### src/rtl/tone_synth.sv
// tone_synth: square-wave tone generator driven by a sequencer's (enable, frequency) pair.
// An accumulator modulo CLK_HZ advances by 2*freq each cycle. Each time it wraps, the
// wave toggles, so the average frequency is exactly freq Hz with no divider or multiplier.
// Frequency changes and stops are applied only at waveform edges, so notes never click.
module tone_synth #(
    parameter int CLK_HZ    = 50000000,
    parameter int AMPLITUDE = 8192
) (
    input  logic               iClock,
    input  logic               iReset,
    input  logic               iEnable,
    input  logic [15:0]        iFreq,
    output logic               oWave,
    output logic signed [15:0] oSample,
    output logic               oActive,
    output logic               oPeriod
);

    // One extra bit so acc + 2*freq (< 2*CLK_HZ) never overflows.
    localparam int ACC_W = $clog2(CLK_HZ) + 1;
    localparam int HALF  = CLK_HZ / 2;
    // If CLK_HZ/2 exceeds the 16-bit range, no request can exceed it.
    localparam logic [15:0]        HALF16  = (HALF > 65535) ? 16'hFFFF : HALF[15:0];
    localparam logic [ACC_W-1:0]   CLK_W   = ACC_W'(CLK_HZ);
    localparam logic signed [15:0] AMP_POS = 16'(AMPLITUDE);
    localparam logic signed [15:0] AMP_NEG = -AMP_POS;

    typedef enum logic [1:0] {
        IDLE     = 2'd0,
        RUN      = 2'd1,
        STOPPING = 2'd2
    } state_t;

    state_t                state_q, state_d;
    logic [ACC_W-1:0]      acc_q, acc_d;
    logic                  wave_q, wave_d;
    logic [15:0]           freq_q, freq_d;
    logic                  period_q, period_d;
    logic signed [15:0]    sample_q, sample_d;
    logic                  active_q, active_d;

    logic [15:0]           freq_clamp;
    logic [ACC_W-1:0]      step;
    logic [ACC_W-1:0]      sum;
    logic                  toggle;
    logic                  stopping;

    // Input clamp and accumulator arithmetic shared by all states.
    always_comb begin
        freq_clamp = (iFreq > HALF16) ? HALF16 : iFreq;
        step       = ACC_W'({freq_q, 1'b0});
        sum        = acc_q + step;
        toggle     = (sum >= CLK_W);
        // A re-raised enable in STOPPING cancels the stop, so only the live level matters.
        stopping   = ~iEnable;
    end

    // State register plus the datapath registers, with synchronous reset.
    always_ff @(posedge iClock) begin
        if (iReset) begin
            state_q  <= IDLE;
            acc_q    <= '0;
            wave_q   <= 1'b0;
            freq_q   <= '0;
            period_q <= 1'b0;
            sample_q <= '0;
            active_q <= 1'b0;
        end else begin
            state_q  <= state_d;
            acc_q    <= acc_d;
            wave_q   <= wave_d;
            freq_q   <= freq_d;
            period_q <= period_d;
            sample_q <= sample_d;
            active_q <= active_d;
        end
    end

    // Next-state logic: phase accumulation, edge-aligned frequency updates and stops.
    always_comb begin
        state_d  = state_q;
        acc_d    = acc_q;
        wave_d   = wave_q;
        freq_d   = freq_q;
        period_d = 1'b0;
        case (state_q)
            IDLE: begin
                acc_d  = '0;
                wave_d = 1'b0;
                if (iEnable) begin
                    state_d = RUN;
                    freq_d  = freq_clamp;
                    wave_d  = (freq_clamp != 16'd0);
                end
            end
            default: begin
                if (freq_q == 16'd0) begin
                    acc_d = '0;
                    if (stopping) begin
                        state_d = IDLE;
                        wave_d  = 1'b0;
                    end else begin
                        // Silence: keep polling the request so a new note starts fresh.
                        state_d = RUN;
                        freq_d  = freq_clamp;
                        wave_d  = (freq_clamp != 16'd0);
                    end
                end else if (stopping) begin
                    if (toggle) begin
                        // Finish on a waveform edge. A pending fall is taken, but a pending rise is dropped.
                        state_d  = IDLE;
                        wave_d   = 1'b0;
                        acc_d    = '0;
                        period_d = wave_q;
                    end else begin
                        state_d = STOPPING;
                        acc_d   = sum;
                    end
                end else begin
                    state_d = RUN;
                    if (toggle) begin
                        acc_d = sum - CLK_W;
                        if (wave_q) begin
                            wave_d   = 1'b0;
                            period_d = 1'b1;
                            freq_d   = freq_clamp;
                        end else begin
                            wave_d = 1'b1;
                        end
                    end else begin
                        acc_d = sum;
                    end
                end
            end
        endcase
    end

    // Output decode from next-state values, so every output is registered and aligned.
    always_comb begin
        active_d = (state_d != IDLE);
        if (wave_d)
            sample_d = AMP_POS;
        else if (active_d && (freq_d != 16'd0))
            sample_d = AMP_NEG;
        else
            sample_d = '0;
    end

    assign oWave   = wave_q;
    assign oPeriod = period_q;
    assign oSample = sample_q;
    assign oActive = active_q;

endmodule

### config.mk
export PLATFORM = sky130hd
export DESIGN_NAME = tone_synth
export DESIGN_NICKNAME = d
export VERILOG_FILES = /design/src/rtl/tone_synth.sv
export SDC_FILE = /design/constraint.sdc
export NUM_CORES = 1
export LEC_CHECK = 0
export CAP_MARGIN = 0
export CORE_AREA = 2 2 92 94
export CTS_BUF_LIST = sky130_fd_sc_hd__clkbuf_8 sky130_fd_sc_hd__clkbuf_16
export DETAILED_ROUTE_END_ITERATION = 6
export DIE_AREA = 0 0 94 96
export DONT_BUFFER_PORTS = 1
export GPL_ROUTABILITY_DRIVEN = 0
export SETUP_SLACK_MARGIN = 0.3
export SLEW_MARGIN = 5
export SYNTH_ARGS = -nofsm -noshare
export SYNTH_HDL_FRONTEND = slang
export SYNTH_SLANG_ARGS = --single-unit
### constraint.sdc
create_clock -name iClock -period 4.61 [get_ports iClock]
set_clock_uncertainty 0.05 [all_clocks]
set_input_delay 1.1525 -clock iClock [delete_from_list [all_inputs] [get_ports iClock]]
set_output_delay 1.1525 -clock iClock [all_outputs]
set_load 0.02 [all_outputs]
======== After elaboration in Yosys (flattened, before gate mapping) ========
Index checks and enable logic that the tools add are counted.
storage, ports and cells
  input bits .............................. 19
  output and inout bits ................... 19
  logic and storage cells ................. 49
  register bits ........................... 64
cells by class
  $add $sub $neg .......................... 2
  multiplexer cells ....................... 29
  order comparisons ....................... 2
  reductions and logical operators ........ 8
operators with widths
  operator                count
  $mux 16                 8
  $mux 27                 3
  $reduce_bool 16->1      2
  $add 27x17->27          1
  $ge 27x26->1 const B    1
  $sub 27x26->27 const B  1
  $gt 16x16->1 const B    1
  $logic_not 16->1        1
  $mux 14                 1
  $mux 1                  12
  $mux 2                  5
  $reduce_or 3->1         1
  $logic_not 2->1         1
  $reduce_bool 2->1       1
  $reduce_or 2->1         1
  $logic_and 1x1->1       1

======== Logic depth before layout (Yosys ltp) ========
Gate-level depths: netlist (run 1).
  depth after elaboration ................. 11
  gate-level depth with buffers ........... 20
  mapped depth without buffers ............ 18

======== Least setup slack after synthesis (run 1) ========
Ideal clock, no wire load.
  path kind ............................... reg2reg
  from .................................... register freq_q[0]
  to ...................................... register sample_q[14], in the netlist oSample[14]
  data arrival time ....................... 4262 ps
  setup time .............................. 86 ps
  cell stages (with the launch flop) ...... 17
  setup slack ............................. 213 ps
  buffers on the path ..................... 1
  path through ............................ dfxtp_1 > ha_1 > fa_1 > a211oi_2 > o31ai_4 > a221oi_2 > xor2_2 > nor4b_4 > nand3_1 > or4_4 > o41ai_4 > or2_2 > clkbuf_1 > ha_1 > mux2i_1 > o21ai_0 > a211oi_1
on the way
  word-level cells in the longest chain between the ends .. 9
ends and longest elaborated chain
  item                                                            line      text
  from (decl)                                                     37        logic [15:0] freq_q, freq_d;
  from (signal assigned)                                          72        freq_q <= freq_d;
  $add 27x17->27                                                  52        sum = acc_q + step;
  $ge 27x26->1                                                    53        toggle = (sum >= CLK_W);
  $mux 16 / $mux 2 (equally long branches)                        121, 109
  $mux 16 / $mux 2 (equally long branches)                        108       end else if (stopping) begin
  $mux 16 / $mux 2 (equally long branches)                        97        if (freq_q == 16'd0) begin
  $mux 16 / $mux 2 (equally long branches)                        86        case (state_q)
  $reduce_bool 16->1 / $reduce_bool 2->1 (equally long branches)  143, 140
  $logic_and 1x1->1                                               143       else if (active_d && (freq_d != 16'd0))
  $mux 16                                                         143
  to (signal assigned)                                            74        sample_q <= sample_d;
  to (decl)                                                       39        logic signed [15:0] sample_q, sample_d;
Several ways; a longest one is shown, not always the timed one.
A chain may end at the register's enable or synchronous reset.

======== Worst setup path after layout (run 1) ========
Ends and elaborated chain as after synthesis.

==> results of run 1 <==
==> sequential cells by signal, summed over array words and instances (netlist names) <==
| signal | cells |
|---|---|
| freq_q | 16 |
| oSample | 2 |
| acc_q | 26 |
| oPeriod | 1 |
| state_q | 2 |
| oWave | 1 |
| oActive | 1 |
==> path summary, 6_finish.rpt <==
check / cells after the start / slack [ps] / startpoint / endpoint
setup / recovery: 16 / 470 / freq_q[0] / oSample[14]
hold / removal: 2 / 490 / freq_q[10] / freq_q[10]
setup reg to reg: 16 / 470 / freq_q[0] / oSample[14]
hold reg to reg: 2 / 490 / freq_q[10] / freq_q[10]
==> area by class of cell <==
class	instances	area, um^2	area share
Clock inverter	2	37.5	0.00972
Tap cell	105	131	0.0340
Multi-Input combinational cell	358	2490	0.643
Sequential cell	49	981	0.254
Clock buffer	6	82.6	0.0214
Inverter	10	40.0	0.0104
Timing Repair Buffer	14	105	0.0272
==> synth_stat cells (2+ instances only) <==
library cell and number:
a211o_1 3, a211oi_1 3, a211oi_2 2, a21o_1 8
a21oi_1 33, a21oi_2 2, a31o_2 2, a31oi_1 3
a32oi_1 2, and2_1 9, and3_1 6, and4_1 3
buf_2 5, buf_4 15, clkbuf_1 8, dfxtp_1 49
ha_1 20, inv_1 8, mux2i_1 19, nand2_1 30
nand2b_1 4, nand3_1 13, nand3b_1 2, nand4_1 9
nor2_1 51, nor3_1 6, nor4_1 10, o2111ai_1 3
o211ai_1 6, o21a_1 5, o21ai_0 19, o311a_1 2
o31a_1 3, o31ai_1 3, o41ai_1 2, or2_2 4
or3_1 6, xnor2_1 15, xor2_1 10
==> repair_timing <==
action                     in CTS  in global routing
gates resized for setup         1                 11
pin swaps                       4                  5
setup endpoints to repair       4                 36
hold buffers                    0                  0
setup buffers                   2                  2
==> worst register-to-register path, delay by kind of cell, from the launching register on <==
family / cells / cell delay [ps]
AOI/OAI and AO/OA: 6 / 1320
and+or+nand+nor: 5 / 1250
adders and majority gates: 3 / 800
DFF: 1 / 340
xor gates and xnor gates: 1 / 180
buffers and inverters: 1 / 100
==> layer usage <==
metal  wire length, um  vias up  GRT usage
li1                  -     1591          -
met1              4270     1584      0.276
met2              4650       63      0.364
met3               256       15     0.0282
met4               218        0     0.0713
met5                 0        -          0
==> logic make-up after synthesis <==
| kind of cell | synth area share |
|---|---|
| other | 0.00105 |
| DFF | 0.273 |
| buffers and inverters | 0.0614 |
| adders and majority gates | 0.0753 |
| AOI/OAI and AO/OA | 0.240 |
| xor gates and xnor gates | 0.0656 |
| muxes | 0.0530 |
| and+or+nand+nor | 0.230 |
==> stage by stage <==
| stage | std cells | area, um^2 | hold WS [ps] | util | worst slack, ps |
|---|---|---|---|---|---|
| global route | 544 | 3860 | 524 | 0.480 | 283 |
| floorplan | 447 | 3630 | 437 | - | 301 |
| CTS | 542 | 3790 | 497 | 0.471 | 305 |
| global placement | 532 | 3660 | 464 | 0.454 | 373 |
| detailed placement | 532 | 3660 | 481 | 0.454 | 200 |
| finish | 544 | 3860 | 494 | 0.480 | 470 |
==> power by group <==
group | leakage [nW] | switching (W) | internal [W] | total [W]
registers | 0.399 | 0.0000227 | 0.000443 | 0.000466
clock network | 0.0574 | 0.000153 | 0.000177 | 0.000329
logic | 1.06 | 0.000128 | 0.0000739 | 0.000202
==> impl_metrics.env, run 1 <==
export IMPL_crit_top_cell="ha_1"
export IMPL_setup_viol=0
export IMPL_status="complete, no violations"
export IMPL_postRouteAntennaNets=0
export IMPL_period_minus_slack_ps=4140
export IMPL_core_region_area_um2=8050
export IMPL_max_cap_violations=0
export IMPL_grt_pass1_wl_um=15100
export IMPL_synth_seq_area_share=0.273
export IMPL_ys_ff_latch=49
export IMPL_num_vias=3253
export IMPL_drc=0
export IMPL_ys_top_cells_by_area="dfxtp_1 (27%), ha_1 (7.0%), nor2_1 (5.3%)"
export IMPL_grt_max_degree=23
export IMPL_synth_top_area_cell="dfxtp_1"
export IMPL_ioPinCount=38
export IMPL_yosysTopAreaCellShare=0.273
export IMPL_synthCells=435
export IMPL_die_h_um=96
export IMPL_dr_pass1_iters=4
export IMPL_cts_sinks=49
export IMPL_chipWidth_um=94
export IMPL_avgSynthCellArea_um2=8.25
export IMPL_synth_edf_count=0
export IMPL_yosysWarnings=0
export IMPL_leakage_nw=1.52
export IMPL_tightestPinTransition_ps=621
export IMPL_worstSetupPathType="reg -> reg"
export IMPL_final_hold_viol_count=0
export IMPL_rsz0062_at_grt="yes"
export IMPL_crit_fanout=21
export IMPL_clkLatencyLatePin_ps=300
export IMPL_period_share=0.898
export IMPL_routed_via_density=5.98
export IMPL_p_per_area_nw_per_um2=258
export IMPL_fill_cells=812
export IMPL_netlist_area_um2=3590
export IMPL_tns_ps=0
export IMPL_routedWlPerCell_um=17.3
export IMPL_peakVddDrop_mv=0.135
export IMPL_worstPathRequired_ps=4770
export IMPL_startpoint_type="register"
export IMPL_holdCritPathClass="reg -> reg"
export IMPL_drtIter0Drc=163
export IMPL_end_kind="register"
export IMPL_cts_tree="yes"
export IMPL_grt_pass1_vias=3069
export IMPL_slew_headroom=0.582
export IMPL_port_buffers=0
export IMPL_total_power_w=0.000997
export IMPL_max_freq_ghz=0.242
export IMPL_crit_arrival_ps=4300
export IMPL_path_cells="ha_1, fa_2, a211oi_4, o31ai_4, o2111ai_2, nand2_1, and4bb_1, xnor2_2, or4_4, o41ai_4, or2_4, inv_4, ha_1, nand3_1, o21ai_0, a211oi_1"
export IMPL_slew_violations=0
export IMPL_areaGrowthSynthToFinish_pct=7.67
export IMPL_rows=33
export IMPL_critical_path_top_delay_family="compound AO/OA/AOI/OAI gates"
export IMPL_cts_buffers=5
export IMPL_drive_gt1_frac=0.118
export IMPL_synth_distinct_cells=71
export IMPL_antenna_found_initial=0
export IMPL_max_stage_delay_ps=560
export IMPL_die_area_um2=9020
export IMPL_post_dp_hpwl_um=7450
export IMPL_final_common_cell="nor2_1"
export IMPL_drt_total_wl_um=9400
export IMPL_slowest_stage="or4_4"
export IMPL_clk_pin_slew_ps=100
export IMPL_final_cell_mix="nor2_1 (51), dfxtp_1 (49), a21oi_1 (31)"
export IMPL_grt_usage=0.212
export IMPL_cp_num_buf_inv=1
export IMPL_fin_nets=478
export IMPL_initial_core_util=0.446
export IMPL_ys_flop_type="dfxtp_1"
export IMPL_ctsLongestPathBuffers=2
export IMPL_overflow=0
export IMPL_cts_max_level=2
export IMPL_synthArstFlopShare=0
export IMPL_cts_root_buffer="clkbuf_8"
export IMPL_antenna_cells=0
Note: power is estimated with default switching activity, not from simulation.
==> inputs of run 2 (changes only) <==
--- a/config.mk
+++ b/config.mk
@@ -6,10 +6,10 @@
 export NUM_CORES = 1
 export LEC_CHECK = 0
 export CAP_MARGIN = 0
-export CORE_AREA = 2 2 92 94
+export CORE_AREA = 2 2 111 113
 export CTS_BUF_LIST = sky130_fd_sc_hd__clkbuf_8 sky130_fd_sc_hd__clkbuf_16
 export DETAILED_ROUTE_END_ITERATION = 6
-export DIE_AREA = 0 0 94 96
+export DIE_AREA = 0 0 113 115
 export DONT_BUFFER_PORTS = 1
 export GPL_ROUTABILITY_DRIVEN = 0
 export SETUP_SLACK_MARGIN = 0.3
==> run 2 against run 1 <==
Effect of this change:
- global-route usage down 6.8 points
- non-clock buffer count down 3
- sequential cell count unchanged
- sequential power about the same
- critical path depth down 2
- via count down 2.0%
- clock power up 29%
- the flow now finishes with violations (design-rule violations)
- power up 9.5%
- cell count up 7.2%
- register-to-register slack better by 30 ps
- count of clock-buffer cells in the layout down 1
- combinational power about the same
==> impl_metrics.env, run 2 (synthesis results as in run 1) <==
export IMPL_fill_cells=1237
export IMPL_cts_sinks=49
export IMPL_grt_pass1_wl_um=15200
export IMPL_cts_tree="yes"
export IMPL_startpoint_type="register"
export IMPL_chipWidth_um=113
export IMPL_comb_power_share=0.183
export IMPL_clkLatencyLatePin_ps=290
export IMPL_overflow=0
export IMPL_seqPwrFrac=0.427
export IMPL_final_hold_viol_count=0
export IMPL_crit_arrival_ps=4270
export IMPL_final_cell_mix="nor2_1 (51), dfxtp_1 (49), a21oi_1 (32)"
export IMPL_antenna_found_initial=0
export IMPL_ioPinCount=38
export IMPL_worstSetupPathType="reg -> reg"
export IMPL_slew_headroom=0.583
export IMPL_p_int_w=0.000774
export IMPL_tightestPinTransition_ps=624
export IMPL_max_cap_violations=0
export IMPL_tns_ps=0
export IMPL_total_power_w=0.00109
export IMPL_leakage_nw=1.53
export IMPL_holdCritPathClass="reg -> reg"
export IMPL_period_share=0.892
export IMPL_ctsLongestPathBuffers=2
export IMPL_switching_share=0.291
export IMPL_grt_pass1_vias=3059
export IMPL_routed_via_density=5.47
export IMPL_largest_register_ffs=26
export IMPL_crit_fanout=8
export IMPL_initial_core_util=0.304
export IMPL_switchingPower_w=0.000318
export IMPL_worstPathRequired_ps=4770
export IMPL_dr_pass1_iters=6
export IMPL_cts_max_level=2
export IMPL_p_per_area_nw_per_um2=275
export IMPL_cts_buffers=5
export IMPL_pwr_share_clk=0.390
export IMPL_top_regs="acc_q x26, freq_q x16"
export IMPL_slew_violations=0
export IMPL_die_h_um=115
export IMPL_routedWlPerCell_um=15.9
export IMPL_drtIter0Drc=149
export IMPL_period_minus_slack_ps=4110
export IMPL_drc=2
export IMPL_post_dp_hpwl_um=7270
export IMPL_grt_max_degree=23
export IMPL_clk_pin_slew_ps=70
export IMPL_rsz0062_at_grt="no"
export IMPL_antenna_cells=0
export IMPL_postRouteAntennaNets=0
export IMPL_violations="design-rule violations"
export IMPL_end_kind="register"
export IMPL_status="finished with violations"
export IMPL_num_vias=3187
export IMPL_grt_usage=0.144
export IMPL_final_util=0.336
export IMPL_setup_viol=0
export IMPL_setup_ws_ps=498
export IMPL_drt_total_wl_um=9260
export IMPL_final_common_cell="nor2_1"
export IMPL_areaGrowthSynthToFinish_pct=10.7
export IMPL_rows=40
export IMPL_fin_nets=475
export IMPL_drive_gt1_frac=0.117
export IMPL_die_area_um2=13000
export IMPL_post_place_ws_ps=297
export IMPL_peakVddDrop_mv=0.174
export IMPL_top_register="acc_q"
export IMPL_port_buffers=0
export IMPL_regToRegSetupSlack_ps=500
export IMPL_max_freq_ghz=0.243
export IMPL_finalHoldWorstSlack_ps=492
export IMPL_core_region_area_um2=11800
export IMPL_cts_root_buffer="clkbuf_16"
[run 2: changes by cell type in the layout (fill, tap and decap cells not counted), sizes merged]
cell | previous run | this run
clkbuf | 6 | 5
clkinv | 1 | 2
buf | 14 | 11
[run 2: stage by stage]
step | cells | area (um^2)
CTS | 583 | 3890
floorplan | 447 | 3630
finish | 583 | 3970
global route | 583 | 3970
detailed placement | 572 | 3690
global placement | 572 | 3690
[run 2: power groups by stage]
| stage | clock network (W) | registers, W | logic [W] |
|---|---|---|---|
| final | 0.000426 | 0.000466 | 0.000200 |
| after global routing | 0.000448 | 0.000468 | 0.000222 |
| after CTS | 0.000435 | 0.000466 | 0.000193 |
| after detailed placement | 0 | 0.000476 | 0.000192 |
| after global placement | 0 | 0.000476 | 0.000190 |
| after floorplan | 0 | 0.000466 | 0.000167 |
[run 2: final cells by class]
class,count,area [um^2],share of cell area
Inverter,10,40.0,0.0101
Tap cell,147,184,0.0463
Multi-Input combinational cell,358,2510,0.632
Sequential cell,49,981,0.247
Clock buffer,5,125,0.0315
Clock inverter,3,46.3,0.0117
Timing Repair Buffer,11,86.3,0.0217
[run 2: what timing repair did]
item / CTS / global route
resized for setup: 0 / 16
hold buffers: 0 / 0
endpoints found under the hold margin: 0 / 0
setup buffers: 3 / 0
endpoints found under the setup margin: 1 / 38
pin swaps: 2 / 4
[run 2: per-layer routing]
layer  track usage  part of all wire  vias up
li1              -                 -     1585
met1         0.185              0.45     1518
met2         0.245              0.48       67
met3        0.0206             0.041       17
met4        0.0593             0.028        0
met5             0                 0        -
[run 2: final timing paths]
| path | from | end | cells past startpoint |
|---|---|---|---|
| hold / removal | freq_q[6] | freq_q[6] | 2 |
| setup / recovery | freq_q[2] | oSample[14] | 14 |
| setup reg to reg | freq_q[2] | oSample[14] | 14 |
| hold reg to reg | freq_q[6] | freq_q[6] | 2 |
[run 2: worst max-delay path, stage by stage (launching register included)]
cell and delay (ps):
dfxtp_1 340, ha_1 410, o211ai_1 170, o21a_2 290, a211o_1 350, a31oi_2 350
mux2i_1 420, o2111ai_1 220, a21o_1 250, a21oi_4 260, or2_4 190, ha_1 240
mux2i_1 140, o21ai_0 110, a211oi_1 220
